**src/rtl/jkff_driver.sv**
```systemverilog
// jkff_driver - initiator side of the j/k/q flip-flop interface.
//
// Accepts target q values over a valid/ready handshake and queues them in a
// small FIFO. Each popped target becomes a j/k excitation that is driven for
// exactly one cycle. The q returned by the flip-flop is then compared against
// the target.
//
// Build option:
//   TOGGLE_EXC_EN  defined   -> a state change is excited with j=1,k=1 (toggle)
//                  undefined -> set (j=1,k=0) or reset (j=0,k=1) excitation
//
// Ports:
//   clk, rst           clock (rising edge), asynchronous active-high reset
//   req_valid/req_q    target request; req_ready = FIFO not full
//   j, k               registered excitation to the flip-flop
//   q                  flip-flop output, sampled in CHECK
//   err_clr            clears err_sticky (a same-cycle mismatch wins)
//   chk_ok/chk_err     one-cycle result pulses
//   err_sticky         latched mismatch flag
//   err_cnt            saturating mismatch count, cleared only by rst
//   level              FIFO occupancy
//   busy               FSM not IDLE or FIFO not empty
module jkff_driver #(
  parameter int   DEPTH  = 4,
  parameter int   CNT_W  = 8,
  parameter logic INIT_Q = 1'b0
) (
  input  logic                     clk,
  input  logic                     rst,
  input  logic                     req_valid,
  input  logic                     req_q,
  output logic                     req_ready,
  output logic                     j,
  output logic                     k,
  input  logic                     q,
  input  logic                     err_clr,
  output logic                     chk_ok,
  output logic                     chk_err,
  output logic                     err_sticky,
  output logic [CNT_W-1:0]         err_cnt,
  output logic [$clog2(DEPTH):0]   level,
  output logic                     busy
);

  localparam int AW = $clog2(DEPTH);
  localparam int LW = AW + 1;

  typedef enum logic [1:0] {
    IDLE  = 2'd0,
    DRIVE = 2'd1,
    CHECK = 2'd2
  } state_t;

  // Excitation {j,k} that moves the flip-flop from cur to tgt.
  function automatic logic [1:0] excite(input logic tgt, input logic cur);
    logic [1:0] r;
    r = 2'b00;
    if (tgt == cur) begin
      r = 2'b00;
    end else begin
`ifdef TOGGLE_EXC_EN
      r = 2'b11;
`else
      r = tgt ? 2'b10 : 2'b01;
`endif
    end
    return r;
  endfunction

  state_t          state_r, state_nxt_s;
  logic            mem_r [DEPTH];
  logic [AW-1:0]   wr_ptr_r, rd_ptr_r;
  logic [LW-1:0]   level_r;
  logic            empty_s, full_s, push_s, pop_s;
  logic            head_s;
  logic            tgt_r, exp_q_r;
  logic [1:0]      jk_r, jk_nxt_s;
  logic            ok_nxt_s, err_nxt_s;
  logic            chk_ok_r, chk_err_r, err_sticky_r;
  logic [CNT_W-1:0] err_cnt_r;

  assign empty_s   = (level_r == {LW{1'b0}});
  assign full_s    = (level_r == LW'(DEPTH));
  assign push_s    = req_valid && !full_s;
  assign head_s    = mem_r[rd_ptr_r];

  assign req_ready  = !full_s;
  assign j          = jk_r[1];
  assign k          = jk_r[0];
  assign chk_ok     = chk_ok_r;
  assign chk_err    = chk_err_r;
  assign err_sticky = err_sticky_r;
  assign err_cnt    = err_cnt_r;
  assign level      = level_r;
  assign busy       = (state_r != IDLE) || !empty_s;

  // FIFO storage; contents need no reset because the pointers define validity.
  always_ff @(posedge clk) begin
    if (push_s) begin
      mem_r[wr_ptr_r] <= req_q;
    end
  end

  // FIFO pointers and occupancy.
  always_ff @(posedge clk or posedge rst) begin
    if (rst) begin
      wr_ptr_r <= {AW{1'b0}};
      rd_ptr_r <= {AW{1'b0}};
      level_r  <= {LW{1'b0}};
    end else begin
      if (push_s) wr_ptr_r <= wr_ptr_r + AW'(1);
      if (pop_s)  rd_ptr_r <= rd_ptr_r + AW'(1);
      if (push_s && !pop_s)      level_r <= level_r + LW'(1);
      else if (pop_s && !push_s) level_r <= level_r - LW'(1);
      else                       level_r <= level_r;
    end
  end

  // FSM state register.
  always_ff @(posedge clk or posedge rst) begin
    if (rst) state_r <= IDLE;
    else     state_r <= state_nxt_s;
  end

  // FSM next-state logic.
  always_comb begin
    state_nxt_s = state_r;
    case (state_r)
      IDLE:    state_nxt_s = empty_s ? IDLE : DRIVE;
      DRIVE:   state_nxt_s = CHECK;
      CHECK:   state_nxt_s = empty_s ? IDLE : DRIVE;
      default: state_nxt_s = IDLE;
    endcase
  end

  // FSM output logic: pop decision, next excitation and check result.
  // In CHECK the next excitation is relative to tgt_r, because exp_q_r
  // takes that value on the same edge.
  always_comb begin
    pop_s     = 1'b0;
    jk_nxt_s  = 2'b00;
    ok_nxt_s  = 1'b0;
    err_nxt_s = 1'b0;
    case (state_r)
      IDLE: begin
        if (!empty_s) begin
          pop_s    = 1'b1;
          jk_nxt_s = excite(head_s, exp_q_r);
        end else begin
          jk_nxt_s = 2'b00;
        end
      end
      DRIVE: begin
        jk_nxt_s = 2'b00;
      end
      CHECK: begin
        ok_nxt_s  = (q == tgt_r);
        err_nxt_s = (q != tgt_r);
        if (!empty_s) begin
          pop_s    = 1'b1;
          jk_nxt_s = excite(head_s, tgt_r);
        end else begin
          jk_nxt_s = 2'b00;
        end
      end
      default: begin
        jk_nxt_s = 2'b00;
      end
    endcase
  end

  // Registered excitation, expected-value model and check outputs.
  always_ff @(posedge clk or posedge rst) begin
    if (rst) begin
      jk_r         <= 2'b00;
      tgt_r        <= INIT_Q;
      exp_q_r      <= INIT_Q;
      chk_ok_r     <= 1'b0;
      chk_err_r    <= 1'b0;
      err_sticky_r <= 1'b0;
      err_cnt_r    <= {CNT_W{1'b0}};
    end else begin
      jk_r      <= jk_nxt_s;
      chk_ok_r  <= ok_nxt_s;
      chk_err_r <= err_nxt_s;
      if (pop_s) tgt_r <= head_s;
      // The model tracks the requested target, never the observed q.
      if (state_r == CHECK) exp_q_r <= tgt_r;
      if (err_nxt_s)    err_sticky_r <= 1'b1;
      else if (err_clr) err_sticky_r <= 1'b0;
      else              err_sticky_r <= err_sticky_r;
      if (err_nxt_s && (err_cnt_r != {CNT_W{1'b1}}))
        err_cnt_r <= err_cnt_r + CNT_W'(1);
    end
  end

endmodule
```
**config.mk**
```make
export PLATFORM = sky130hd
export DESIGN_NAME = jkff_driver
export DESIGN_NICKNAME = d
export VERILOG_FILES = /design/src/rtl/jkff_driver.sv
export SDC_FILE = /design/constraint.sdc
export NUM_CORES = 1
export LEC_CHECK = 0
export ABC_AREA = 1
export CAP_MARGIN = 20
export CORE_MARGIN = 2
export CORE_UTILIZATION = 40
export CTS_BUF_LIST = sky130_fd_sc_hd__clkbuf_16
export CTS_CLUSTER_DIAMETER = 100
export DETAILED_ROUTE_END_ITERATION = 12
export GPL_TIMING_DRIVEN = 0
export PLACE_DENSITY = 0.65
export SKIP_CTS_REPAIR_TIMING = 1
export SLEW_MARGIN = 0
export SYNTH_ARGS = -nofsm -noshare
export SYNTH_HDL_FRONTEND = slang
export SYNTH_SLANG_ARGS = --single-unit
export TNS_END_PERCENT = 20
```
**constraint.sdc**
```tcl
create_clock -name clk -period 1.8 [get_ports clk]
set_input_delay 0.18 -clock clk [delete_from_list [all_inputs] [get_ports clk]]
set_output_delay 0.18 -clock clk [all_outputs]
set_load 0.03 [all_outputs]
```
==> summary.md <==
| Metric | Value |
|---|---|
| Final ANT Viol Nets | `0` |
| Placement Setup Slack | `-70.58 ps` |
| # setup viols final | `1` |
| Post-synth top area cell | `dfrtp_1` |
| Clock sink count | `28` |
| Starting density of the core | `0.4249` |
| Sequential cell area fraction in the yosys report | `0.4966` |
| CP peak stage delay | `450 ps` |
| Crit path DAT | `1980 ps` |
| Die width | `64.24 um` |
| Area grow syn2layout | `30.60%` |
| Clock insertion delay at the later pin of the skew report | `260 ps` |
| Detailed-route DRC error count | `0` |
| Seq pwr share | `0.335` |
| Port bufs | `23` |
| Number of H-tree levels | `1` |
| Placed cell areas | `1778 um^2` |
| Synthesized area | `1451 um^2` |
| Failing checks | `negative setup slack` |
| Critical path peak fanout | `6` |
| Switching pwr | `1340 uW` |
| CTS tree | `yes` |
| CP endpoint kind | `flip-flop` |
| Final hold vios | `0` |
| Top cells by instance count after synthesis | `nand2_1, inv_1, dfrtp_1` |
| Status | `finished, violations left` |
| Crit Path Class | `reg -> reg` |
| Number of core rows | `21` |
| Cell variety after synth | `24` |
| Routed WL per cell | `10.07 um` |
| Post-Syn Instances | `173` |
| Nets | `214` |
| Final Cycle Share | `1.017` |
| Power Internal | `1935 uW` |
| Worst Skew | `5.246 ps` |
| First-pass GRT wire length | `4347 um` |
| Reg2reg path depth | `9` |
| Largest net degree at the start of global routing | `25` |
| Reg-to-Reg End | `level[2]` |
| Number of global-route vias before repair | `1016` |
| Final RePlAce weighted congestion | `0.7585` |
| R2r startpoint | `level[0]` |
| Detailed Route Iter0 Violations | `38` |
| Fill cells | `315` |
| Clock power share | `0.198` |
| Pwr Total | `3275 uW` |
| GRT overflow | `0` |
| Slack of the critical path | `-29.90 ps` |
| Root Buffer | `clkbuf_16` |
| Worst relative slew slack | `0.3867` |
| Async set-or-reset flop fraction in the synthesized netlist | `0.8571` |
| Crit path launch type | `flip-flop` |
| Vias | `1105` |
| HPWL Detailed | `1869 um` |
| Reg clk slew, reported paths | `70 ps` |
| Worst path bufs/invs | `2` |
| Initial antenna violation count | `0` |
| CP cell instances | `inv_2 -> nand3b_1 -> nand2_4 -> ha_4 -> inv_2 -> fa_2 -> nor2_2 -> nor2_2 -> xor2_1` |
| Fin area | `1896 um^2` |
| Crit-path slowest cell | `dfrtp_2` |
| First-pass detailed-route iteration total | `4` |
| Clock Path Buffers | `2` |
| MaxCap Viol Count | `0` |
| Syn nets | `186` |
| Warnings, synthesis | `0` |
| Post-route minimum period | `1830 ps` |
| Comb pwr share | `0.467` |
| Worst-Margin Slew | `919.0 ps` |
| Synth top area cells | `dfrtp_1, nand2_1, edfxtp_1` |
| EDFF count, synth | `4` |
| Power per cell area | `1728 nW/um^2` |
| Fmax | `546.5 MHz` |
| DR vias/cell | `4.492` |
| DRT Wirelength | `2476 um` |
| Synth top area share | `0.4138` |
| HP Class | `in -> async` |
| Placeable Area | `3416 um^2` |
| Switching share of power | `0.4092` |
| Max-slew violation count | `0` |
| Cell family with most CP delay | `simple AND/OR/NAND/NOR gates` |
| Clock buffer count from CTS | `3` |
| Syn avg cell area | `8.390 um^2` |
| Share of cells above drive strength 1 | `0.1600` |
| I/O Pins | `24` |
| Critical Path RT | `1950 ps` |
| RSZ-0062 raised after global routing | `yes` |
| Worst-case vdd ir drop | `0.0007616 V` |
| FF-to-FF setup slack | `-30 ps` |
| Primary FF master, synth | `dfrtp_1` |
| Leak pwr | `0.0008951 uW` |
| Top-count cell post-synth | `nand2_1` |
| Overall global routing resource usage | `0.1326` |
| Die area | `4126 um^2` |
| Register bit total from synthesis | `28` |
| Height of the die | `64.24 um` |
| Ant diodes | `0` |
[sequential cells by signal, summed over array words and instances, names as in the netlist, 2 cells and up]
| register | cells |
|---|---|
| err_cnt | 8 |
| jk_r | 2 |
| level | 3 |
| mem_r | 4 |
| rd_ptr_r | 2 |
| state_r | 2 |
| wr_ptr_r | 2 |
[layer usage]
| metal | vias up | GRT usage | wire length, um |
|---|---|---|---|
| met2 | 13 | 0.2214 | 1197 |
| li1 | 574 | - | - |
| met5 | - | 0 | 0 |
| met3 | 2 | 0.01056 | 40 |
| met4 | 0 | 0.05319 | 27 |
| met1 | 516 | 0.1785 | 1211 |
[cell usage in the layout, fill, tap and decap left out]
master / Yosys / routed
or2_2: 1 / 1
o21ai_1: 2 / 2
fa_2: 0 / 1
a21oi_1: 2 / 2
dfrtp_2: 0 / 3
o21ai_0: 4 / 4
clkbuf_16: 0 / 3
nor2_1: 15 / 13
o22ai_1: 1 / 1
clkinv_1: 1 / 1
nor2_4: 2 / 2
edfxtp_1: 4 / 4
nand3_2: 2 / 2
dlymetal6s2s_1: 0 / 1
nand2_4: 1 / 3
nand3_4: 1 / 2
nand2_2: 4 / 3
bufinv_16: 0 / 1
nor2_2: 1 / 3
dfrtp_1: 24 / 21
inv_1: 25 / 21
ha_4: 0 / 1
xnor2_1: 3 / 3
nand2_1: 60 / 59
ha_1: 6 / 5
inv_2: 3 / 7
xor2_1: 3 / 3
clkdlybuf4s50_1: 0 / 22
nand3b_1: 1 / 1
nand3_1: 6 / 5
[cells by family (layout without fill, tap and decap cells)]
family,after synthesis,in the layout,synth area share
AO/OA/AOI/OAI,9,9,0.03190
flip-flops,28,28,0.4966
XOR/XNOR,6,6,0.03621
adder cells (fa/ha/maj),7,7,0.06552
buffers and inverters,29,56,0.07500
AND/OR/NAND/NOR,94,94,0.2948
[worst reg2reg max path, delay by kind of cell, from the launching register on]
| family | cells | cell delay, ps |
|---|---|---|
| and+or+nand+nor | 4 | 500 |
| adders and majority gates | 2 | 470 |
| DFF | 1 | 450 |
| xor gates and xnor gates | 1 | 150 |
| buffers and inverters | 2 | 130 |
[power groups by stage]
| stage | logic, uW | registers, uW | clock network (uW) |
|---|---|---|---|
| 3_5_place_dp | 1510 | 1110 | 0 |
| 3_3_place_gp | 1480 | 1100 | 0 |
| 6_report | 1530 | 1100 | 649 |
| 4_1_cts | 1530 | 1100 | 665 |
| 5_1_grt | 1710 | 1130 | 702 |
| 2_1_floorplan | 863 | 1300 | 0 |
[cell type report]
cell class | instances | area [um^2] | area share
tap | 46 | 57.56 | 0.03036
clock buffer | 3 | 75.07 | 0.03960
inverter | 29 | 108.9 | 0.05743
sequential | 28 | 724.4 | 0.3822
clock inverter | 1 | 30.03 | 0.01584
multi-input combinational | 116 | 666.9 | 0.3518
timing repair buffer | 23 | 232.7 | 0.1228
[worst max path at each step]
stage                         from       end  slack, ps  depth (start not counted)
after global placement    level[0]  level[2]        -70                         10
after global routing      level[0]  level[2]       -160                         10
after floorplan           level[1]  level[1]         10                          9
after detailed placement  level[0]  level[2]        -70                         10
after CTS                 level[0]      busy       -260                          4
final                     level[0]  level[2]        -30                          9
[stage by stage]
stage | std cells | util | hold WS (ps) | setup TNS, ps
after global placement | 242 | 0.5205 | 453.2 | -65.22
after global routing | 246 | 0.5549 | 504.2 | -257.5
after floorplan | 173 | - | 194.4 | 0
after detailed placement | 242 | 0.5205 | 461.3 | -70.58
final | 246 | 0.5549 | 421.8 | -29.90
after CTS | 246 | 0.5513 | 465.5 | -373.8
Power figures use the tool's default switching activity.
